`src/rtl/i2c_pkg.sv`:
```
// Shared I2C definitions: field widths, bus ACK levels and the bus-side state
// encoding used by both the master transmitter and the slave receiver.
package i2c_pkg;

  localparam int unsigned I2C_ADDR_W = 7;
  localparam int unsigned I2C_BYTE_W = 8;

  // Level seen on sda during the ninth clock
  localparam logic I2C_ACK  = 1'b0;
  localparam logic I2C_NACK = 1'b1;

  typedef enum logic [2:0] {
    ST_IDLE     = 3'd0,
    ST_ADDR     = 3'd1,
    ST_ADDR_ACK = 3'd2,
    ST_DATA     = 3'd3,
    ST_DATA_ACK = 3'd4,
    ST_IGNORE   = 3'd5
  } i2c_state_e;

endpackage

```
`src/rtl/i2c_sync_edge.sv`:
```
// Multi-flop synchronizer for one asynchronous bus line, plus a history flop
// so rise/fall are decoded from the last two synchronized samples.
module i2c_sync_edge #(
  parameter int unsigned STAGES = 2
) (
  input  logic clk,
  input  logic rst,
  input  logic din,
  output logic level,
  output logic rise,
  output logic fall
);

  logic [STAGES-1:0] r_sync;
  logic              r_hist;

  // Idle bus level is high, so everything resets to 1 to avoid a phantom edge
  always_ff @(posedge clk or posedge rst) begin
    if (rst) begin
      r_sync <= '1;
      r_hist <= 1'b1;
    end else begin
      r_sync <= {r_sync[STAGES-2:0], din};
      r_hist <= r_sync[STAGES-1];
    end
  end

  assign level = r_sync[STAGES-1];
  assign rise  = r_sync[STAGES-1] & ~r_hist;
  assign fall  = ~r_sync[STAGES-1] & r_hist;

endmodule

```
`src/rtl/i2c_slave_rx.sv`:
```
// Write-side I2C slave: detects START/STOP, matches the 7-bit address,
// ACKs address and data bytes, and strobes each received byte to local logic.
module i2c_slave_rx
  import i2c_pkg::*;
#(
  parameter logic [I2C_ADDR_W-1:0] SLAVE_ADDR  = 7'h1A,
  parameter int unsigned           SYNC_STAGES = 2
) (
  input  logic                  clk,
  input  logic                  rst,
  input  logic                  scl,
  input  logic                  sda,
  output logic                  sda_oe,
  output logic [I2C_BYTE_W-1:0] rx_data,
  output logic                  rx_valid,
  output logic                  rx_rw,
  output logic                  busy,
  output logic                  stop_det
);

  logic w_scl_lvl, w_scl_rise, w_scl_fall;
  logic w_sda_lvl, w_sda_rise, w_sda_fall;
  logic w_start, w_stop;
  logic [I2C_BYTE_W-1:0] w_shift_next;

  i2c_state_e            r_state;
  logic [3:0]            r_cnt;
  logic [I2C_BYTE_W-2:0] r_shift;
  logic                  r_sda_oe;
  logic [I2C_BYTE_W-1:0] r_rx_data;
  logic                  r_rx_valid;
  logic                  r_rx_rw;
  logic                  r_busy;
  logic                  r_stop_det;

  i2c_sync_edge #(.STAGES(SYNC_STAGES)) u_sync_scl (
    .clk   (clk),
    .rst   (rst),
    .din   (scl),
    .level (w_scl_lvl),
    .rise  (w_scl_rise),
    .fall  (w_scl_fall)
  );

  i2c_sync_edge #(.STAGES(SYNC_STAGES)) u_sync_sda (
    .clk   (clk),
    .rst   (rst),
    .din   (sda),
    .level (w_sda_lvl),
    .rise  (w_sda_rise),
    .fall  (w_sda_fall)
  );

  // scl high in both samples == level high and not just risen; this also
  // rejects an sda edge that coincides with an scl edge
  assign w_start = w_sda_fall & w_scl_lvl & ~w_scl_rise;
  assign w_stop  = w_sda_rise & w_scl_lvl & ~w_scl_rise;

  assign w_shift_next = {r_shift, w_sda_lvl};

  always_ff @(posedge clk or posedge rst) begin
    if (rst) begin
      r_state    <= ST_IDLE;
      r_cnt      <= '0;
      r_shift    <= '0;
      r_sda_oe   <= 1'b0;
      r_rx_data  <= '0;
      r_rx_valid <= 1'b0;
      r_rx_rw    <= 1'b0;
      r_busy     <= 1'b0;
      r_stop_det <= 1'b0;
    end else begin
      r_rx_valid <= 1'b0;
      r_stop_det <= 1'b0;
      if (w_stop) begin
        r_state    <= ST_IDLE;
        r_cnt      <= '0;
        r_sda_oe   <= 1'b0;
        r_busy     <= 1'b0;
        r_stop_det <= 1'b1;
      end else if (w_start) begin
        r_state  <= ST_ADDR;
        r_cnt    <= '0;
        r_sda_oe <= 1'b0;
        r_busy   <= 1'b1;
      end else begin
        case (r_state)
          ST_ADDR: begin
            if (w_scl_rise) begin
              r_shift <= w_shift_next[I2C_BYTE_W-2:0];
              if (r_cnt == 4'd7) begin
                r_cnt <= '0;
                if (w_shift_next[I2C_BYTE_W-1:1] == SLAVE_ADDR) begin
                  r_rx_rw <= w_sda_lvl;
                  r_state <= ST_ADDR_ACK;
                end else begin
                  r_state <= ST_IGNORE;
                  r_busy  <= 1'b0;
                end
              end else begin
                r_cnt <= r_cnt + 4'd1;
              end
            end
          end
          // sda_oe doubles as the ACK phase: first fall pulls low, second releases
          ST_ADDR_ACK, ST_DATA_ACK: begin
            if (w_scl_fall) begin
              if (!r_sda_oe) begin
                r_sda_oe <= 1'b1;
              end else begin
                r_sda_oe <= 1'b0;
                r_state  <= ST_DATA;
                r_cnt    <= '0;
              end
            end
          end
          ST_DATA: begin
            if (w_scl_rise) begin
              r_shift <= w_shift_next[I2C_BYTE_W-2:0];
              if (r_cnt == 4'd7) begin
                r_cnt      <= '0;
                r_rx_data  <= w_shift_next;
                r_rx_valid <= 1'b1;
                r_state    <= ST_DATA_ACK;
              end else begin
                r_cnt <= r_cnt + 4'd1;
              end
            end
          end
          ST_IDLE, ST_IGNORE: ;
          default: r_state <= ST_IDLE;
        endcase
      end
    end
  end

  assign sda_oe   = r_sda_oe;
  assign rx_data  = r_rx_data;
  assign rx_valid = r_rx_valid;
  assign rx_rw    = r_rx_rw;
  assign busy     = r_busy;
  assign stop_det = r_stop_det;

endmodule

```
`config.mk`:
```
export PLATFORM = sky130hd
export DESIGN_NAME = i2c_slave_rx
export DESIGN_NICKNAME = d
export VERILOG_FILES = /design/src/rtl/i2c_pkg.sv /design/src/rtl/i2c_sync_edge.sv /design/src/rtl/i2c_slave_rx.sv
export SDC_FILE = /design/constraint.sdc
export NUM_CORES = 1
export LEC_CHECK = 0
export ABC_AREA = 0
export CAP_MARGIN = 10
export CORE_MARGIN = 2
export CORE_UTILIZATION = 58
export CTS_CLUSTER_DIAMETER = 120
export DETAILED_ROUTE_END_ITERATION = 6
export GPL_ROUTABILITY_DRIVEN = 0
export PLACE_DENSITY = 0.81
export SYNTH_ARGS = -nofsm -noshare
export SYNTH_HDL_FRONTEND = slang
export SYNTH_SLANG_ARGS = --single-unit
export TNS_END_PERCENT = 10
```
`constraint.sdc`:
```
create_clock -name clk -period 2.5 [get_ports clk]
set_input_delay 0.5 -clock clk [delete_from_list [all_inputs] [get_ports clk]]
set_output_delay 0.5 -clock clk [all_outputs]
set_load 0.02 [all_outputs]
```
; ---- After elaboration in Yosys (flattened, before gate mapping)
; Cells that the tools add are included.
[op_classes]
n_eq_ne = 16
addsub = 1
mux = 34
n_reduce_logical = 17
bitwise_logic = 15
[op_table]
columns = operator, n
row1 = 3-bit two-way mux, 9
row2 = 4-bit two-way mux, 6
row3 = 4-bit != test (second input constant), 5
row4 = 1-bit two-way mux, 17
row5 = 3-bit nonzero test, 5
row6 = 3-bit case mux with 4 select lines, 1
row7 = 4-bit AND reduction, 3
row8 = 1-bit bitwise AND, 8
row9 = 4-bit case mux with 2 select lines, 1
row10 = 7-bit by 5-bit equality test with 1-bit output (second input constant), 1
row11 = 1-bit inverter, 7
row12 = 7-bit AND reduction, 1
row13 = 3-bit by 2-bit equality test with 1-bit output (second input constant), 2
row14 = 3-bit equality test (second input constant), 2
row15 = 3-bit != test (second input constant), 2
row16 = 6-bit AND reduction, 1
row17 = 2-bit OR reduction, 3
row18 = 5-bit AND reduction, 1
row19 = 4-bit by 1-bit adder with 4-bit output (second input constant), 1
row20 = 4-bit by 3-bit equality test with 1-bit output (second input constant), 1
row21 = 4-bit by 1-bit != test with 1-bit output (second input constant), 1
row22 = 4-bit by 3-bit != test with 1-bit output (second input constant), 1
row23 = 4-bit nonzero test, 1
row24 = 3-bit by 1-bit equality test with 1-bit output (second input constant), 1
row25 = 2 further kinds, 2
[totals]
reg_bits = 33
output_inout_bits = 13
in_bits = 4
elab_cells = 96

; ---- Longest topological paths before layout
[logic_depth]
word_depth = 7
ltp_mapped = 6

; ---- Modules after synthesis
; A second synthesis with hierarchy kept.
[hier_totals]
cells_unflattened = 130
hier_area_um2 = 1551.5
[by_module_without_submodules]
columns = mod, instances, area_per_inst_um2, cells_each, seq_area_each_um2
row1 = i2c_slave_rx, 1, 1356.3, 118, 675.6
row2 = i2c_sync_edge, 2, 97.6, 6, 78.8

; ---- Worst setup path after synthesis
; Ideal clock, no wire load.
[synth_path]
path_kind = reg2reg
startpoint = register u_sync_scl.r_hist
endpoint = register r_state[0]
t_arrival_ns = 1.563
required_time_ns = 2.372
path_buffers = 2
setup_time_ns = 0.128
slack_ns = 0.809
path_stages_with_launch = 7
period_less_slack_ns = 1.691
cell_sequence = dfstp_2 > buf_2 > nand4bb_1 > buf_2 > o311ai_4 > a21oi_2 > mux2_1
[synth_between]
elab_chain_len = 6
[synth_lines]
columns = item, line
row1 = "start, declared", i2c_sync_edge.sv:15  ; logic r_hist;
row2 = "start signal, assigned", i2c_sync_edge.sv:24  ; r_hist <= r_sync[STAGES-1];
row3 = 1-bit inverter, i2c_sync_edge.sv:29  ; assign rise = r_sync[STAGES-1] & ~r_hist;
row4 = 1-bit bitwise AND, i2c_sync_edge.sv:29
row5 = 1-bit inverter, "i2c_slave_rx.sv:56, i2c_slave_rx.sv:57"
row6 = 1-bit bitwise AND (on tied branches), "i2c_slave_rx.sv:56, i2c_slave_rx.sv:57"
row7 = "4-bit by 3-bit != test with 1-bit output (no source line), or another cell as far along", n/a
row8 = 7-bit AND reduction (no source line) / 3-bit two-way mux (equally long branches), n/a
row9 = "end signal, assigned", i2c_slave_rx.sv:63  ; r_state <= ST_IDLE;
row10 = "end signal, assigned", i2c_slave_rx.sv:76  ; r_state <= ST_IDLE;
row11 = "end signal, assigned", i2c_slave_rx.sv:82  ; r_state <= ST_ADDR;
row12 = "end, declared", i2c_slave_rx.sv:26  ; i2c_state_e r_state;
; Parallel ways exist; a longest one is shown, timed or not.
; A chain may end at the register's enable or synchronous reset.

; ---- Final worst setup path
[layout_path]
startpoint = register r_sda_oe, in the netlist sda_oe
endpoint = output port sda_oe
[layout_rtl]
columns = item, line
row1 = "start, declared", i2c_slave_rx.sv:29  ; logic r_sda_oe;
row2 = "start signal, assigned", i2c_slave_rx.sv:66  ; r_sda_oe <= 1'b0;
row3 = "start signal, assigned", i2c_slave_rx.sv:78  ; r_sda_oe <= 1'b0;
row4 = "start signal, assigned", i2c_slave_rx.sv:84  ; r_sda_oe <= 1'b0;
row5 = "end, declared", i2c_slave_rx.sv:13  ; output logic sda_oe,
; No word-level cell between the ends.

==> metrics.txt <==
die height=between 50 and 60 um; Layout Cell Area excl Fill=between 1500 and 2000 um^2; cts repair resizes=0; Clock Latency Late Sink=330 ps; startpoint types=flop; worst hold path class=flop to flop; CTS sink cnt=33; H-tree depth=2; Net Sw Power=approximately 540 uW; Final Hold Vio Count=0; DRC=0; Pleak=approximately 0.00084 uW; max cap viols=0; detailed placement HPWL=1908 um; Syn Area/Cell=11.70 um^2; Clock Pin Slew Worst Setup and Hold Paths=approximately 90 ps; Final Skew=~6.7 ps; hold_buf cts=0; Power Dens Cells=~870 nW/um^2; Setup crit end kind=output port; Post-synth ARST share=between 90% and 100%; DR WL/cell=14.70 um; vias in the first global route=around 1100; Max VDD drop=between 600 and 700 uV; cell taking the most area after synthesis=dfrtp_1; Unique masters post-synth=49; fmax=513.4 MHz; final WL=between 2000 and 3000 um; WP data required=about 2000 ps; DRT antenna net count=0; number of diodes=0; chip width=about 57 um; first-pass GRT wire length=5092 um; CTS Buf Count=5; fin crit period=~2000 ps; Logic pwr share=27.5%; core area=2710 um^2; worst setup margin=between 500 and 600 ps; setup bufs post-CTS=0; CP Class=flop to output port; switch share=33.54%; die area=roughly 3200 um^2; filler cell count=between 200 and 250; vias per cell=around 5.9; vias=1100; RSZ-0062 raised after global routing=false; top cells by area, synth=dfrtp_1 (42%), dfstp_2 (9.7%), mux2_4 (7.4%); setup_tns=0 ps; Max-slew headroom=a little over two thirds; Area growth syn-to-layout=14.15%; Yosys Warn Count=0; Synth Instances=139; CTS tree=done; post-synth net total=between 100 and 150; Post-Syn Area=1627 um^2; fin. max-slew vios=0; CP delay by family, top=buffers and inverters; Clock power frac=between 20% and 30%; area share of the largest cell type after synthesis=between 40% and 50%; sequential power share=a little under half; synth cell count leaders=dfrtp_1 (27), nand2_1 (27), mux2_4 (8); antenna violations before repair=0; CP max stage cell=clkdlybuf4s50_1; CP cell instances=clkdlybuf4s50_1; Crit path largest cell delay=about 650 ps; Buf/Inv on CP=1; Critical Path Fanout Max=8; Post-synth EDFFs=0; largest net degree at the start of global routing=34; Area after DPL=between 1500 and 2000 um^2; gr ovfl total=0; DRT Pass-1 Iters=4; Main synth FF type=dfrtp_1; Nets=160; share of cells above drive strength 1=between 20% and 30%; outcome=finished, final reports clean; post-layout util=between 60% and 70%; Worst Path Arrival=roughly 1500 ps; Setup Viol. Count Final=0; Yosys reg bits=33; Place WS=668.5 ps; final worst path period share=between 70% and 80%; P_int=1068 uW; top-level I/O count=17; Initial Util=60.02%; CTS max path bufs=2; IO buf count=16; Starting DRT DRC Count=33; clock root cell=clkbuf_4; Worst-Margin Slew=between 400 and 500 ps; GRT Total Usage=20.66%; # rows=19; register area share after synthesis=between 50% and 60%
-- cell families after synthesis --
group | synth area share [%]
adders and majority gates | 0.7691
and+or+nand+nor | 18.92
xor gates and xnor gates | 1.539
muxes | 10.62
buffers and inverters | 5.153
DFF | 51.23
AOI/OAI and AO/OA | 11.77
-- stage by stage --
stage / power (uW) / std cells / hold WS [ps]
after floorplan: 1108 / 139 / 345.2
after global placement: 1182 / 179 / 347.1
after detailed placement: 1201 / 179 / 349.8
after CTS: 1617 / 187 / 364.2
after global routing: 1705 / 187 / 365.6
final: 1607 / 187 / 361.4
-- metal layers --
layer / global-route usage [%] / part of all wire [%] / vias up
met2: 31.36 / 46 / 28
met1: 27.79 / 47 / 543
met5: 0 / 0 / -
met3: 6.803 / 4.9 / 6
li1: - / - / 523
met4: 7.973 / 1.7 / 0
-- cells in the final DEF, fill, tap and decap left out, types with 2 or more instances in the layout --
master / instances
nand2_1: 27
dfrtp_1: 27
clkdlybuf4s50_1: 16
mux2_4: 8
nor2_1: 6
inv_1: 6
dfstp_2: 6
clkbuf_4: 5
nand3_1: 3
nor2b_1: 3
mux2i_1: 3
a31oi_1: 3
nand2b_1: 2
and3b_1: 2
o21ai_0: 2
o211ai_1: 2
-- worst paths after layout --
path | slack, ps | cells after the start | endpoint | startpoint
setup / recovery | 550 | 1 | sda_oe | sda_oe
hold / removal | 360 | 0 | u_sync_scl.r_sync[1] | u_sync_scl.r_sync[0]
max in group asynchronous | 1630 | 3 | u_sync_scl.r_sync[1] | rst
setup reg to reg | 650 | 4 | r_state[0] | u_sync_scl.r_hist
min in group asynchronous | 530 | 3 | rx_data[6] | rst
hold reg to reg | 360 | 0 | u_sync_scl.r_sync[1] | u_sync_scl.r_sync[0]
-- state kept, by name (all words and copies together) (netlist names) --
name	cells
u_sync_scl.r_hist	1
r_cnt	4
stop_det	1
sda_oe	1
r_state	3
rx_rw	1
u_sync_sda.r_hist	1
r_shift	7
u_sync_scl.r_sync	2
busy	1
u_sync_sda.r_sync	2
rx_valid	1
rx_data	8
-- area by class of cell --
class / instances / area (um^2) / share of cell area [%]
clock inverter: 1 / 30.03 / 1.617
clock buffer: 7 / 55.05 / 2.965
multi-input combinational: 92 / 709.4 / 38.21
timing repair buffer: 17 / 167.7 / 9.030
tap: 31 / 38.79 / 2.089
inverter: 6 / 22.52 / 1.213
sequential: 33 / 833.3 / 44.88
-- power by group through the flow --
stage	clock network, uW	logic (uW)	registers (uW)
after floorplan	0	384	724
after global placement	0	426	756
after detailed placement	0	441	760
after CTS	422	442	752
after global routing	443	491	771
final	411	442	753
Power figures use the tool's default switching activity.
